<file path="config.mk">
export PLATFORM = sky130hd
export DESIGN_NAME = hilo_unit
export DESIGN_NICKNAME = d
export VERILOG_FILES = /design/src/rtl/hilo_pkg.sv /design/src/rtl/hilo_regs.sv /design/src/rtl/hilo_unit.sv
export SDC_FILE = /design/constraint.sdc
export NUM_CORES = 1
export LEC_CHECK = 0
export CORE_MARGIN = 5
export CORE_UTILIZATION = 37
export DETAILED_ROUTE_END_ITERATION = 10
export PLACE_DENSITY = 0.78
export SKIP_CTS_REPAIR_TIMING = 1
export SYNTH_ARGS = -nofsm -noshare
export SYNTH_HDL_FRONTEND = slang
export SYNTH_SLANG_ARGS = --single-unit
</file>
<file path="constraint.sdc">
create_clock -name Clk -period 1.55 [get_ports Clk]
set_input_delay 0.155 -clock Clk [delete_from_list [all_inputs] [get_ports Clk]]
set_output_delay 0.155 -clock Clk [all_outputs]
set_load 0.1 [all_outputs]
</file>
<file path="src/rtl/hilo_pkg.sv">
// hilo_pkg: shared types and constants for the HI/LO unit.
// Holds the sequencer state enum and the latency counter width.
package hilo_pkg;

    localparam int HILO_CNT_W = 4;

    typedef enum logic {
        IDLE = 1'b0,
        BUSY = 1'b1
    } hilo_state_t;

endpackage

</file>
<file path="src/rtl/hilo_regs.sv">
// hilo_regs: architectural HI/LO register pair.
// Ports: Clk, Reset (sync, active-high); Hi_we/Lo_we load Wdata into
// Hi/Lo; Prod_we loads the 64-bit Prod as {Hi,Lo}; Hi/Lo outputs.
module hilo_regs (
    input  logic        Clk,
    input  logic        Reset,
    input  logic        Hi_we,
    input  logic        Lo_we,
    input  logic        Prod_we,
    input  logic [31:0] Wdata,
    input  logic [63:0] Prod,
    output logic [31:0] Hi,
    output logic [31:0] Lo
);

    always_ff @(posedge Clk) begin
        if (Reset) begin
            Hi <= '0;
            Lo <= '0;
        end else if (Prod_we) begin
            Hi <= Prod[63:32];
            Lo <= Prod[31:0];
        end else begin
            if (Hi_we) Hi <= Wdata;
            if (Lo_we) Lo <= Wdata;
        end
    end

endmodule

</file>
<file path="src/rtl/hilo_unit.sv">
// hilo_unit: owns HI/LO, issues the multiplier start, counts its
// latency, captures the product and stalls HI/LO users meanwhile.
// Ports: Clk, Reset (sync, active-high); Start/Is_signed/Flush and
// Mthi/Mtlo/Wdata/Mfhi/Mflo from execute; Mult_start/Mult_signed to
// and Mult_result from the multiplier; Hi, Lo, Rd_data, Busy, Stall.
module hilo_unit
    import hilo_pkg::*;
#(
    parameter int MULT_LATENCY = 1
) (
    input  logic        Clk,
    input  logic        Reset,
    input  logic        Start,
    input  logic        Is_signed,
    input  logic        Mthi,
    input  logic        Mtlo,
    input  logic [31:0] Wdata,
    input  logic        Mfhi,
    input  logic        Mflo,
    input  logic        Flush,
    output logic        Mult_start,
    output logic        Mult_signed,
    input  logic [63:0] Mult_result,
    output logic [31:0] Hi,
    output logic [31:0] Lo,
    output logic [31:0] Rd_data,
    output logic        Busy,
    output logic        Stall
);

    localparam logic [HILO_CNT_W-1:0] LAT_CNT = HILO_CNT_W'(MULT_LATENCY);
    localparam logic [HILO_CNT_W-1:0] ONE     = HILO_CNT_W'(1);

    hilo_state_t           state;
    logic [HILO_CNT_W-1:0] cnt;

    logic idle;
    logic last;
    logic prod_we;
    logic move_ok;
    logic req;

    assign idle    = (state == IDLE);
    assign last    = (state == BUSY) && (cnt == ONE);
    // A flush in the final cycle still drops the product.
    assign prod_we = last && !Flush;
    // Start beats a simultaneous move, even if the start is flushed.
    assign move_ok = idle && !Start;
    assign req     = Mfhi | Mflo | Mthi | Mtlo | Start;

    assign Mult_start  = idle && Start && !Flush;
    assign Mult_signed = Is_signed;
    assign Busy        = (state == BUSY);
    assign Stall       = Busy && req;
    assign Rd_data     = Mfhi ? Hi : (Mflo ? Lo : 32'h0);

    always_ff @(posedge Clk) begin
        if (Reset) begin
            state <= IDLE;
            cnt   <= '0;
        end else begin
            unique case (state)
                IDLE: begin
                    if (Mult_start) begin
                        state <= BUSY;
                        cnt   <= LAT_CNT;
                    end
                end
                BUSY: begin
                    cnt <= cnt - ONE;
                    if (Flush || last) state <= IDLE;
                end
            endcase
        end
    end

    hilo_regs u_regs (
        .Clk     (Clk),
        .Reset   (Reset),
        .Hi_we   (move_ok && Mthi),
        .Lo_we   (move_ok && Mtlo),
        .Prod_we (prod_we),
        .Wdata   (Wdata),
        .Prod    (Mult_result),
        .Hi      (Hi),
        .Lo      (Lo)
    );

endmodule

</file>
# Word-level counts from Yosys, hierarchy flattened
# Index checks and enable logic that the tools add are counted.
dict set report word_totals {
  reg_bits 69
  in_bits 105
  out_inout_bits 100
  wordCells 36
}
dict set report op_classes {
  add_sub_neg 1
  n_eq_ne 2
  n_mux 11
  bitwise 5
  reduce_logical 13
}
# op n
set op_table {}
lappend op_table {{32-bit two-way mux} 6}
lappend op_table {{1-bit logical AND} 8}
lappend op_table {{4-bit one-hot mux with 2 select lines} 1}
lappend op_table {{4-bit by 1-bit == test with 1-bit output (second input constant)} 1}
lappend op_table {{4-bit two-way mux} 1}
lappend op_table {{1-bit OR} 4}
lappend op_table {{2-bit nonzero test} 2}
lappend op_table {{4-bit by 1-bit subtractor with 4-bit output (second input constant)} 1}
lappend op_table {{1-bit zero test} 2}
lappend op_table {{1-bit two-way mux} 2}
lappend op_table {{2-bit != test (second input constant)} 1}
lappend op_table {{1-bit one-hot mux with 2 select lines} 1}
lappend op_table {{1-bit logical OR} 1}
lappend op_table {{1-bit inverter} 1}

# Logic depth before layout (Yosys ltp)
# Gate-level depths: netlist of run 1.
dict set report logic_depth {
  depth_word 5
  depth_mapped 7
  ltp_nobuf 5
}

# Modules after synthesis
# From an unflattened synthesis of run 1, not the netlist that was laid out.
dict set report unflattened {
  hier_cells 360
  hier_area_um2 3852.4
}
# mod n_inst cells_per_inst area_each_um2 seq_area_each_um2
set by_module_without_submodules {}
lappend by_module_without_submodules {hilo_regs 1 285 3229.3 1281.2}
lappend by_module_without_submodules {hilo_unit 1 75 623.1 100.1}

# Worst setup path after synthesis of run 1
# Ideal clock, no wire load.
dict set report synth_path {
  path_type {register to output}
  from {register u_regs.Lo[0]}
  to {output port Rd_data[0]}
  t_arrival_ns 3.174
  required_ns 1.395
  slack_ns -1.779
  path_stages_with_launch 3
  n_path_buf 0
  path_cell_list {dfxtp_1 > nand2_1 > o21ai_0}
}
dict set report synth_via {
  elab_chain_cells 2
}
# element line_no
set synth_rtl {}
lappend synth_rtl {{start: declaration} hilo_regs.sv:13} ;# output logic [31:0] Lo
lappend synth_rtl {{start signal: assignment} hilo_regs.sv:22} ;# Lo <= Prod[31:0];
lappend synth_rtl {{start signal: assignment} hilo_regs.sv:25} ;# if (Lo_we) Lo <= Wdata;
lappend synth_rtl {{32-bit two-way mux (2 in a row)} hilo_unit.sv:55} ;# assign Rd_data = Mfhi ? Hi : (Mflo ? Lo : 32'h0);
lappend synth_rtl {{end: declaration} hilo_unit.sv:26} ;# output logic [31:0] Rd_data,
# Every way passes these cells.

# Final worst setup path of run 1
dict set report layout_path {
  from {register cnt[1]}
  to {register u_regs.Lo[27]}
}
dict set report layout_via {
  elab_chain_cells 4
  word_cells_on_any_way 5
}
# element line_no
set layout_rtl {}
lappend layout_rtl {{start: declaration} hilo_unit.sv:35} ;# logic [HILO_CNT_W-1:0] cnt;
lappend layout_rtl {{start signal: assignment} hilo_unit.sv:70} ;# cnt <= cnt - ONE;
lappend layout_rtl {{4-bit by 1-bit == test with 1-bit output (*)} hilo_unit.sv:44} ;# assign last = (state == BUSY) && (cnt == ONE);
lappend layout_rtl {{1-bit logical AND (*)} hilo_unit.sv:44}
lappend layout_rtl {{1-bit logical AND (*)} hilo_unit.sv:46} ;# assign prod_we = last && !Flush;
lappend layout_rtl {{32-bit two-way mux or 2-bit nonzero test (tied branches)} -}
# Mark *: on every way between the ends. The rest lies on a longest branch, timed or not.
# A chain may end at the register's enable or synchronous reset.

==> key figures, run 1 <==
Floorplan
  • FP Rows: 38
  • Chip width: 114 um
  • I/O pin count: 205
  • Chip height: 114 um
  • Core area: 10700 um^2
  • Die area: 13000 um^2
  • Initial core utilization: 37.3%

Synth
  • Mapped Nets: 616
  • Share of the synthesized area in the top cell type: 34.5%
  • Ranking of synthesized cells by area: dfxtp_1 34%, a311oi_2 22%, nand2_1 18%
  • Seq/Total Area, Yosys: 34.5%
  • Synth area leader: dfxtp_1
  • Register bit total from synthesis: 69
  • Post-Syn Area: 4010 um^2
  • Post-Syn Instances: 509
  • Distinct cells, synth: 26
  • Synth warn: 0
  • Syn Area/Cell: 7.88 um^2

Critical path
  • Slowest cell delay on critical path: 0.37 ns
  • Worst Setup Path Type: reg2reg
  • Startpoint Class: register
  • Required @ worst endpoint: 1.81 ns
  • CP cell instances: inv_2 -> ha_4 -> nand4bb_4 -> or2_4 -> buf_12 -> a311oi_2
  • Critical Path AT: 1.82 ns
  • CP max-delay cell: or2_4
  • Setup crit end kind: register
  • Crit-path max FO: 9

CTS
  • CTS clk-pin slew, worst paths: 0.08 ns
  • Cts bufs inserted: 9
  • TritonCTS clock tree: built
  • Root buf cell: clkbuf_8
  • CTS max path bufs: 2
  • Clock tree sinks: 69
  • Clk Latency, worst-skew pair: 0.36 ns
  • CTS H-tree depth: 3

Pwr
  • Leakage: 2.85 nW
  • Power Dens Cells: 759 nW/um^2
  • Peak VDD IR: 0.479 mV

Placement
  • Detailed placement HPWL: 13.0 mm
  • DP Cell Count: 824
  • Port bufs: 202
  • GP Congestion: 0.865
  • Placed cell area: 7760 um^2

Cells and area
  • Area Overhead vs Synth: 105%
  • Leading cell type in the layout, fill and taps excluded: nand2_1
  • Layout filler cell count: 705
  • Share of layout cells above drive strength 1: 46.1%
  • Register Area: 1470 um^2
  • Final Non-Filler Cells: 854
  • Finished Cell Area: 8200 um^2
  • Most frequent cells in the layout: 193 x nand2_1, 110 x buf_12, 99 x clkdlybuf4s50_1
  • Final-stage net count: 815
  • Multi-input combinational cell area: 2780 um^2

Global route
  • Top Usage Layer GRT: met2
  • Pin count of the biggest net entering global routing: 44
  • First-pass GRT wire length: 27.3 mm
  • Met3 GRT Util: 6.71%
  • Tot GR Track Use: 26.4%
  • Initial antenna violation count: 1
  • Number of global-route vias before repair: 5283
  • Met2 Track Usage GR: 45.9%
  • GRT overflow: 0
  • GR Layer Usage met1: 29.7%

Detailed routing
  • Routed vias/inst: 5.79
  • DRC errors left: 0
  • Drt pass-1 iters: 5
  • Total number of vias: 4948
  • Final antenna-violating net count: 0
  • Final WL: 18.3 mm
  • Drt wl/cell: 21.4 um
  • Number of DRC markers in iteration 0: 428

Outcome
  • Status: finished, violations left
  • Failing checks: negative setup slack

Timing
  • Worst Setup Slack, final: -0.0137 ns
  • Max Transition Viols Final: 0
  • Period Utilization, post-route: 101%
  • Relative slew slack: 67.5%
  • Worst clock skew: 0.0115 ns
  • Setup-failing EPs final: 6
  • Max frequency: 640 MHz
  • Hold Fails Final Rpt: 0
  • RSZ-0062 raised after global routing: yes
  • Final min period: 1.56 ns
  • Worst slew pin tran: 0.488 ns

Flow run
  • Max-cap violations: 0

Worst hold path
  • Worst hold path type: in2reg
power breakdown:
part / switching (mW) / internal (mW)
combinational: 1.59 / 1.03
sequential: 0.148 / 1.89
clock: 0.726 / 0.842
final timing paths:
| kind | startpoint | cells after the start | slack (ns) | endpoint |
|---|---|---|---|---|
| worst max register to register | cnt[1]$_SDFFE_PP0P_ | 6 | -0.01 | u_regs.Lo[27]$_SDFFE_PP0P_ |
| worst min-delay path | Reset | 2 | 0.27 | cnt[1]$_SDFFE_PP0P_ |
| worst max-delay path | cnt[1]$_SDFFE_PP0P_ | 6 | -0.01 | u_regs.Lo[27]$_SDFFE_PP0P_ |
| worst min register to register | cnt[1]$_SDFFE_PP0P_ | 2 | 0.51 | cnt[1]$_SDFFE_PP0P_ |
per-stage QoR:
stage	hold WS (ns)	util [%]	total power, mW	setup TNS (ns)	setup WS [ns]
finish	0.272	76.3	6.22	-0.0405	-0.0137
global route	0.290	76.3	6.41	-1.48	-0.0613
CTS	0.251	74.1	6.20	-0.441	-0.0708
detailed placement	0.311	72.2	4.65	-6.58	-0.131
global placement	0.311	72.2	4.60	-5.23	-0.107
floorplan	0.292	-	3.53	0	0.000433
critical path, delay by kind of cell (launching register included):
kind                     cells  cell delay (ns)
AO/OA/AOI/OAI                1             0.23
buffers and inverters        2             0.25
flip-flops                   1             0.34
AND/OR/NAND/NOR              2             0.52
adder cells (fa/ha/maj)      1             0.13
cell usage after synthesis:
master,n
nand2_1,193
ha_1,2
inv_2,1
dfxtp_1,69
nand2b_1,2
a211oi_1,1
a31oi_1,1
or2_1,1
inv_1,3
nor2_1,2
a311oi_2,60
buf_2,9
nand3b_1,2
buf_6,6
buf_4,1
a21oi_1,3
nand3_1,2
o21ai_0,32
nor3b_2,2
nor3_1,67
o211a_1,1
or3b_1,3
a311oi_1,5
nand4bb_1,1
buf_1,1
clkbuf_1,39
per-layer routing:
layer  wire length [um]  vias to the layer above
li1                   -                     2202
met1               6910                     2391
met2               9270                      309
met3               1520                       46
met4                599                        0
met5                  0                        -
layout make-up:
cell class / instances / area share, %
Tap cell: 140 / 2.14
Antenna cell: 1 / 0.0305
Multi-Input combinational cell: 381 / 33.9
Sequential cell: 69 / 17.9
Inverter: 4 / 0.244
Timing Repair Buffer: 243 / 43.2
Clock buffer: 11 / 1.86
Clock inverter: 5 / 0.702
kinds of logic (layout without fill, tap and decap cells):
logic type / count (synthesis) / count (layout) / synth area share, %
fa+ha+maj: 2 / 2 / 0.624
other cells: 0 / 1 / 0
buf+inv: 60 / 263 / 7.12
flops: 69 / 69 / 34.5
compound gates: 103 / 103 / 28.5
simple gates: 275 / 276 / 29.3
registers in the layout, indices dropped and copies added, names as in the netlist:
signal / flops
Busy: 1
cnt: 4
u_regs.Hi: 32
u_regs.Lo: 32
Power figures use the tool's default switching activity.
==> run 2: changes to the inputs <==
CTS_CLUSTER_DIAMETER = 100   (was default)
==> results of run 2 <==
No change in the layout: final DEF, timing and power equal those of run 1.
==> run 3: changes to the inputs <==
CAP_MARGIN = 10   (was default)
==> results of run 3 <==
No change in the layout: final DEF, timing and power equal those of run 1.
